### config.mk
export PLATFORM = sky130hd
export DESIGN_NAME = pwm_ramp_ctrl
export DESIGN_NICKNAME = d
export VERILOG_FILES = /design/src/rtl/pwm_ctrl_pkg.sv /design/src/rtl/ramp_step.sv /design/src/rtl/pwm_ramp_ctrl.sv
export SDC_FILE = /design/constraint.sdc
export NUM_CORES = 1
export LEC_CHECK = 0
export ABC_CLOCK_PERIOD_IN_PS = 6900
export BUFFER_PORTS_ARGS = -buffer_cell sky130_fd_sc_hd__buf_2
export CAP_MARGIN = 5
export CORE_MARGIN = 2
export CORE_UTILIZATION = 40
export DETAILED_ROUTE_END_ITERATION = 8
export MAX_ROUTING_LAYER = met4
export SYNTH_ARGS = -nofsm -noshare
export SYNTH_HDL_FRONTEND = slang
export SYNTH_SLANG_ARGS = --single-unit
### constraint.sdc
create_clock -name clk -period 6.9 [get_ports clk]
set_input_delay 1.725 -clock clk [delete_from_list [all_inputs] [get_ports clk]]
set_output_delay 1.725 -clock clk [all_outputs]
set_load 0.05 [all_outputs]
### src/rtl/pwm_ctrl_pkg.sv
// pwm_ctrl_pkg: shared types and default sizing for the PWM duty-ramp controllers.
//   state_e      : controller state (IDLE, RAMP, ESTOP)
//   PWM_WIDTH    : default duty/counter width
//   RAMP_STEP    : default maximum duty change per ramp step
//   RAMP_PERIODS : default number of PWM periods per ramp step
package pwm_ctrl_pkg;

    typedef enum logic [1:0] {
        ST_IDLE  = 2'd0,
        ST_RAMP  = 2'd1,
        ST_ESTOP = 2'd2
    } state_e;

    localparam int PWM_WIDTH    = 8;
    localparam int RAMP_STEP    = 4;
    localparam int RAMP_PERIODS = 2;

endpackage

### src/rtl/ramp_step.sv
// ramp_step: combinational saturating step of a value toward a target.
//   cur  : present value
//   tgt  : value being approached
//   nxt  : cur moved toward tgt by at most STEP, never overshooting or wrapping
module ramp_step #(
    parameter int WIDTH = 8,
    parameter int STEP  = 4
) (
    input  logic [WIDTH-1:0] cur,
    input  logic [WIDTH-1:0] tgt,
    output logic [WIDTH-1:0] nxt
);

    localparam logic [WIDTH-1:0] STEP_W = WIDTH'(STEP);

    logic [WIDTH-1:0] diff;

    // Direction is decided first so the subtraction is always non-negative
    // and the +/-STEP result can only be taken when it stays inside [0, tgt]
    // or [tgt, max].
    always_comb begin
        diff = '0;
        nxt  = cur;
        if (tgt > cur) begin
            diff = tgt - cur;
            nxt  = (diff <= STEP_W) ? tgt : cur + STEP_W;
        end else if (tgt < cur) begin
            diff = cur - tgt;
            nxt  = (diff <= STEP_W) ? tgt : cur - STEP_W;
        end
    end

endmodule

### src/rtl/pwm_ramp_ctrl.sv
// pwm_ramp_ctrl: soft-start/soft-stop duty controller in front of the PWM generator.
//   clk, rst     : clock, synchronous active-high reset
//   period_start : one-cycle pulse at each PWM period boundary
//   cmd_vld/cmd_duty/cmd_rdy : target duty command handshake (accepted only when idle)
//   estop        : level-sensitive emergency stop, forces duty to 0
//   duty         : live duty compare value to the PWM generator
//   ramping      : duty is slewing toward the target
//   estopped     : controller is held in emergency stop
module pwm_ramp_ctrl
    import pwm_ctrl_pkg::*;
#(
    parameter int WIDTH        = PWM_WIDTH,
    parameter int STEP         = RAMP_STEP,
    parameter int RAMP_PERIODS = pwm_ctrl_pkg::RAMP_PERIODS
) (
    input  logic             clk,
    input  logic             rst,
    input  logic             period_start,
    input  logic             cmd_vld,
    input  logic [WIDTH-1:0] cmd_duty,
    output logic             cmd_rdy,
    input  logic             estop,
    output logic [WIDTH-1:0] duty,
    output logic             ramping,
    output logic             estopped
);

    localparam int              CW       = (RAMP_PERIODS > 1) ? $clog2(RAMP_PERIODS) : 1;
    localparam logic [CW-1:0]   CNT_LAST = CW'(RAMP_PERIODS - 1);

    state_e           state, state_nxt;
    logic [WIDTH-1:0] target, target_nxt;
    logic [WIDTH-1:0] duty_nxt;
    logic [CW-1:0]    cnt, cnt_nxt;
    logic [WIDTH-1:0] step_val;

    ramp_step #(
        .WIDTH (WIDTH),
        .STEP  (STEP)
    ) u_step (
        .cur (duty),
        .tgt (target),
        .nxt (step_val)
    );

    always_comb begin
        state_nxt  = state;
        target_nxt = target;
        duty_nxt   = duty;
        cnt_nxt    = cnt;

        if (estop) begin
            // Overrides any same-cycle accept or period boundary.
            state_nxt  = ST_ESTOP;
            target_nxt = '0;
            duty_nxt   = '0;
            cnt_nxt    = '0;
        end else begin
            unique case (state)
                ST_IDLE: begin
                    // cmd_rdy is high exactly when state is IDLE.
                    if (cmd_vld) begin
                        target_nxt = cmd_duty;
                        cnt_nxt    = '0;
                        if (cmd_duty != duty) state_nxt = ST_RAMP;
                    end
                end
                ST_RAMP: begin
                    // Duty only moves on a period boundary so the PWM never
                    // sees two compare changes within one period.
                    if (period_start) begin
                        if (cnt == CNT_LAST) begin
                            cnt_nxt  = '0;
                            duty_nxt = step_val;
                            if (step_val == target) state_nxt = ST_IDLE;
                        end else begin
                            cnt_nxt = cnt + CW'(1);
                        end
                    end
                end
                ST_ESTOP: begin
                    // Leave at duty 0; the previous target is deliberately forgotten.
                    state_nxt = ST_IDLE;
                end
                default: state_nxt = ST_IDLE;
            endcase
        end
    end

    always_ff @(posedge clk) begin
        if (rst) begin
            state    <= ST_IDLE;
            target   <= '0;
            duty     <= '0;
            cnt      <= '0;
            cmd_rdy  <= 1'b1;
            ramping  <= 1'b0;
            estopped <= 1'b0;
        end else begin
            state    <= state_nxt;
            target   <= target_nxt;
            duty     <= duty_nxt;
            cnt      <= cnt_nxt;
            // Status flags are flopped from the next state so they line up
            // with the state register without a decode after the flop.
            cmd_rdy  <= (state_nxt == ST_IDLE);
            ramping  <= (state_nxt == ST_RAMP);
            estopped <= (state_nxt == ST_ESTOP);
        end
    end

endmodule

After elaboration in Yosys (flattened, before gate mapping)
Index checks and enable logic that the tools add are counted.

Bits of input ports: 13. Bits in registers: 22. Logic and storage cells: 45.

Order comparisons: 4. Equal/unequal tests: 7. Multiplexer cells: 15. Reduce and logical (&&, ||, !) cells: 7. Add/subtract/negate cells: 5.

Operator list (count): $mux 8 (4); $le 8x3->1 const B (2); $sub 8x8->8 (2); $mux 2 (6); $add 8x3->8 const B (1); $eq 8x8->1 (1); $gt 8x8->1 (1); $lt 8x8->1 (1); $ne 8x8->1 (1); $sub 8x3->8 const B (1); $reduce_and 3->1 (2); $eq 2x1->1 const B (2); $logic_not 2->1 (2); $ne 2x2->1 const B (2); $pmux 2 s2 (1); $mux 1 (3); $eq 2x2->1 const B (1); $pmux 1 s2 (1); $reduce_and 2->1 (1); $reduce_bool 2->1 (1); $reduce_or 2->1 (1); $add 1x1->1 const B (1).

Logic depth before layout (Yosys ltp)
Depth after elaboration: 12. Mapped depth: 15.

By module
A second synthesis with hierarchy kept.

Cells, all modules: 252. Area total of the unflattened synthesis: 2137.0 sq um.

Modules (own cells, without submodules): ramp_step (times used 1, cells each 147, area an instance 1111.1 sq um); pwm_ramp_ctrl (times used 1, cells each 105, area an instance 1026.0 sq um).

Worst setup path before layout
Ideal clock, no wire load.

Path kind: reg-to-reg. Start: register duty[2]. End: register ramping. Clock period less this slack: 3794 ps. Arrival: 3681 ps. Path slack: 3106 ps. Cell stages (with the launch flop): 14. Path buffers: 3. Library setup time: 114 ps. Data required time: 6786 ps. Cells stage by stage: dfxtp_1 -> clkbuf_1 -> inv_1 -> ha_1 -> buf_2 -> o31ai_1 -> a31oi_1 -> a221o_1 -> or4_1 -> clkbuf_1 -> a31o_1 -> a2111oi_2 -> a31oi_1 -> nor2b_1.

Word-level cells in the longest chain between the ends: 12. Elaborated cells on any way between the ends: 22. Those cells by class: 4 x add/sub; 4 x order compare; 3 x eq/ne; 11 x mux.

Ends and longest elaborated chain: start, declared (line pwm_ramp_ctrl.sv:23) `output logic [WIDTH-1:0] duty,`; start signal, assigned (line pwm_ramp_ctrl.sv:102) `duty <= duty_nxt;`; $sub 8x8->8 (line ramp_step.sv:28) `diff = cur - tgt;`; $le 8x3->1 (line ramp_step.sv:29) `nxt = (diff <= STEP_W) ? tgt : cur - STEP_W;`; $mux 8 (line ramp_step.sv:29); $mux 8 (line ramp_step.sv:27) `end else if (tgt < cur) begin`; $mux 8 (line ramp_step.sv:24) `if (tgt > cur) begin`; $eq 8x8->1 (line pwm_ramp_ctrl.sv:75) `if (step_val == target) state_nxt = ST_IDLE;`; $mux 2 (line pwm_ramp_ctrl.sv:75); $mux 2 (line pwm_ramp_ctrl.sv:72) `if (cnt == CNT_LAST) begin`; $mux 2 (line pwm_ramp_ctrl.sv:71) `if (period_start) begin`; $pmux 2 s2 (*) (line pwm_ramp_ctrl.sv:59) `unique case (state)`; $mux 2 (*) (line pwm_ramp_ctrl.sv:52) `if (estop) begin`; $eq 2x1->1 (*) (line pwm_ramp_ctrl.sv:107) `ramping <= (state_nxt == ST_RAMP);`; end signal, assigned (line pwm_ramp_ctrl.sv:107); end, declared (line pwm_ramp_ctrl.sv:24) `output logic ramping,`.

Every way passes the cells marked *; elsewhere a longest branch is shown, timed or not. A chain may end at the register's enable or synchronous reset.

Worst setup path in the final report
Start: register duty[2]. End: register state[0].

Word-level cells in the longest chain between the ends: 11. Elaborated cells on any way between the ends: 21. Those cells by class: 4 x add/sub; 4 x order compare; 2 x eq/ne; 11 x mux.

Ends and longest elaborated chain: $sub 8x8->8 (line ramp_step.sv:28); $le 8x3->1 (line ramp_step.sv:29); $mux 8 (line ramp_step.sv:29); $mux 8 (line ramp_step.sv:27); $mux 8 (line ramp_step.sv:24); $eq 8x8->1 (line pwm_ramp_ctrl.sv:75); $mux 2 (line pwm_ramp_ctrl.sv:75); $mux 2 (line pwm_ramp_ctrl.sv:72); $mux 2 (line pwm_ramp_ctrl.sv:71); $pmux 2 s2 (*) (line pwm_ramp_ctrl.sv:59); $mux 2 (*) (line pwm_ramp_ctrl.sv:52); end signal, assigned (line pwm_ramp_ctrl.sv:100) `state <= state_nxt;`; end, declared (line pwm_ramp_ctrl.sv:31) `state_e state, state_nxt;`.

Marked as above.

==> flow_metrics.env <==
export IMPL_status="finished clean"
export IMPL_syn_to_final_growth_pct=9.140
export IMPL_drv_slew=0
export IMPL_first_pass_iters=4
export IMPL_critPathArrivalTime_ns=4.13
export IMPL_setup_slack_ns=2.943
export IMPL_finalSetupViolations=0
export IMPL_peakVddDrop_v=0.0001393
export IMPL_clkSlewWorstSetupHoldPaths_ns=0.09
export IMPL_synth_xor_area_share_pct=9.902
export IMPL_nFillCells=608
export IMPL_yosysUniqueCellTypes=49
export IMPL_setup_tns_ns=0
export IMPL_drc=0
export IMPL_clk_latency_ns=0.27
export IMPL_slowest_stage="or4_1"
export IMPL_place_gp_congestion=0.9593
export IMPL_worst_pin_slew_ns=0.5779
export IMPL_cts_tree="built"
export IMPL_port_buffers=23
export IMPL_cts_made_buffers=3
export IMPL_multi_input_area_sq_um=1710
export IMPL_ant_nets=0
export IMPL_fp_dieH_microns=79.83
export IMPL_fin_worst_skew_ns=0.006771
export IMPL_crit_family="compound AO/OA/AOI/OAI gates"
export IMPL_row_count=27
export IMPL_final_cell_area_sq_um=2510
export IMPL_nNetsFinal=371
export IMPL_cts_resized=0
export IMPL_cp_end_kind="flop"
export IMPL_chipWidth_microns=79.83
export IMPL_avgSynthCellArea_sq_um=6.948
export IMPL_start_util_pct=41.51
export IMPL_post_place_ws_ns=2.988
export IMPL_rsz0062_at_grt="false"
export IMPL_critPathKind="reg2reg"
export IMPL_grt_pass1_wl_mm=10.82
export IMPL_synth_nets=361
export IMPL_vias=2411
export IMPL_grt_max_degree=18
export IMPL_cts_buffer_depth=2
export IMPL_clockRootBuffer="clkbuf_8"
export IMPL_dp_final_hpwl_mm=5.028
export IMPL_finalWirelength_mm=6.537
export IMPL_synthCells=331
export IMPL_seq_area_frac_synth_pct=19.15
export IMPL_leakage_nw=1.028
export IMPL_synth_seq_cells=22
export IMPL_hold_ws_ns=0.5336
export IMPL_timing_final_crit_share_pct=57.35
export IMPL_io_pins=24
export IMPL_drt_iter0_markers=120
export IMPL_async_flop_share_pct=0
export IMPL_synth_edf_count=0
export IMPL_relSlewSlack_pct=61.42
export IMPL_dp_cells=408
export IMPL_grt_ovfl_total=0
export IMPL_drive_gt1_share_pct=10.29
export IMPL_postCtsSetupRepairBufs=0
export IMPL_fin_util_pct=45.30
export IMPL_synth_simple_area_share_pct=25.73
export IMPL_placed_cell_area_sq_um=2439
export IMPL_final_common_cell="nand2_1"
export IMPL_layout_min_cycle_time_ns=3.957
export IMPL_fin_cells=412
export IMPL_wl_per_cell_microns=15.87
export IMPL_worst_ep_required_time_ns=7.07
export IMPL_cp_num_buf_inv=1
export IMPL_synth_top_family_by_area="compound AO/OA/AOI/OAI gates"
export IMPL_vias_per_cell=5.852
export IMPL_crit_path_max_fanout=14
export IMPL_track_usage_pct=21.84
export IMPL_die_area_sq_um=6372
export IMPL_diodes=0
export IMPL_seq_area_sq_um=440.4
export IMPL_antenna_found_initial=0
export IMPL_cts_hold_fix_buffers=0
export IMPL_syn_area_sq_um=2300
export IMPL_powerDensity_nw_per_um2=152.1
export IMPL_synthAdderAreaFrac_pct=9.249
export IMPL_ctsHtreeMaxLevel=1
export IMPL_yosys_warnings=0
export IMPL_numClockSinks=22
export IMPL_hp_class="reg2reg"
export IMPL_core_area_sq_um=5540
export IMPL_drv_cap=0
export IMPL_start_kind="flop"
export IMPL_synth_compound_area_share_pct=28.18
export IMPL_synthMuxAreaShare_pct=1.306
export IMPL_synth_ff_type="dfxtp_1"
export IMPL_grt_pass1_vias=2175
export IMPL_crit_chain="inv_1 -> ha_1 -> o21a_1 -> o31a_2 -> nor2_1 -> a221o_1 -> or4_1 -> a31o_1 -> a2111oi_2 -> a31oi_1 -> nor2b_1"
export IMPL_final_hold_violation_count=0
export IMPL_fmax_mhz=252.7
export IMPL_most_common_layout_cells="43 x nand2_1, 31 x a21oi_1, 28 x nor2_1"
export IMPL_p_total_uw=381.8
export IMPL_worst_path_largest_cell_delay_ns=0.78
==> where the power goes <==
| group | switching, mW | leakage (nW) | internal [mW] | total, mW |
|---|---|---|---|---|
| sequential | 0.00350 | 0.179 | 0.130 | 0.133 |
| combinational | 0.0828 | 0.813 | 0.0440 | 0.127 |
| clock | 0.0442 | 0.0357 | 0.0775 | 0.122 |
==> sequential cells by signal (all words and copies together) (netlist names) <==
register and cells:
target 8, cnt 1, estopped 1, cmd_rdy 1, ramping 1, duty 8
state 2
==> synthesized netlist by cell type (all sizes together), types with 8 or more instances <==
| cell type | count | share of area (%) |
|---|---|---|
| clkbuf | 13 | 2.1 |
| ha | 17 | 9.2 |
| xnor2 | 10 | 3.8 |
| o21ai | 14 | 3.0 |
| nor2 | 28 | 4.6 |
| nand3 | 11 | 2.4 |
| xor2 | 16 | 6.1 |
| nand2 | 43 | 7.0 |
| nor3 | 12 | 2.6 |
| a211oi | 8 | 2.6 |
| inv | 18 | 2.9 |
| dfxtp | 22 | 19 |
| a21oi | 31 | 6.7 |
==> layer usage <==
metal  vias up  GRT usage, %  wire length [microns]
met5         -             -                      0
met4         0         5.593                     87
met3         8         1.471                    277
met2        71         33.61                   2923
met1      1129         31.18                   3248
li1       1203             -                      -
==> worst paths after layout <==
check             slack, ns      start  depth (start not counted)        end
hold reg to reg        0.53  target[7]                          2  target[7]
setup / recovery       2.94    duty[2]                         11   state[0]
hold / removal         0.53  target[7]                          2  target[7]
setup reg to reg       2.94    duty[2]                         11   state[0]
==> cell families after synthesis <==
group,count (synthesis)
XOR/XNOR,26
AO/OA/AOI/OAI,98
flip-flops,22
adder cells (fa/ha/maj),17
buffers and inverters,38
AND/OR/NAND/NOR,127
multiplexers,3
==> worst reg2reg max path: cells and delay by family, from the launching register on <==
kind | cells | cell delay [ns]
AOI/OAI and AO/OA | 6 | 1.55
and+or+nand+nor | 3 | 0.99
adders and majority gates | 1 | 0.52
DFF | 1 | 0.59
buffers and inverters | 1 | 0.21
==> cell type report <==
cell class	instances	area share, %
Tap cell	72	3.589
Multi-Input combinational cell	271	68.15
Timing Repair Buffer	25	5.184
Clock inverter	1	1.196
Clock buffer	3	1.645
Sequential cell	22	17.55
Inverter	18	2.692
No activity file was read; power rests on OpenSTA's default activity.
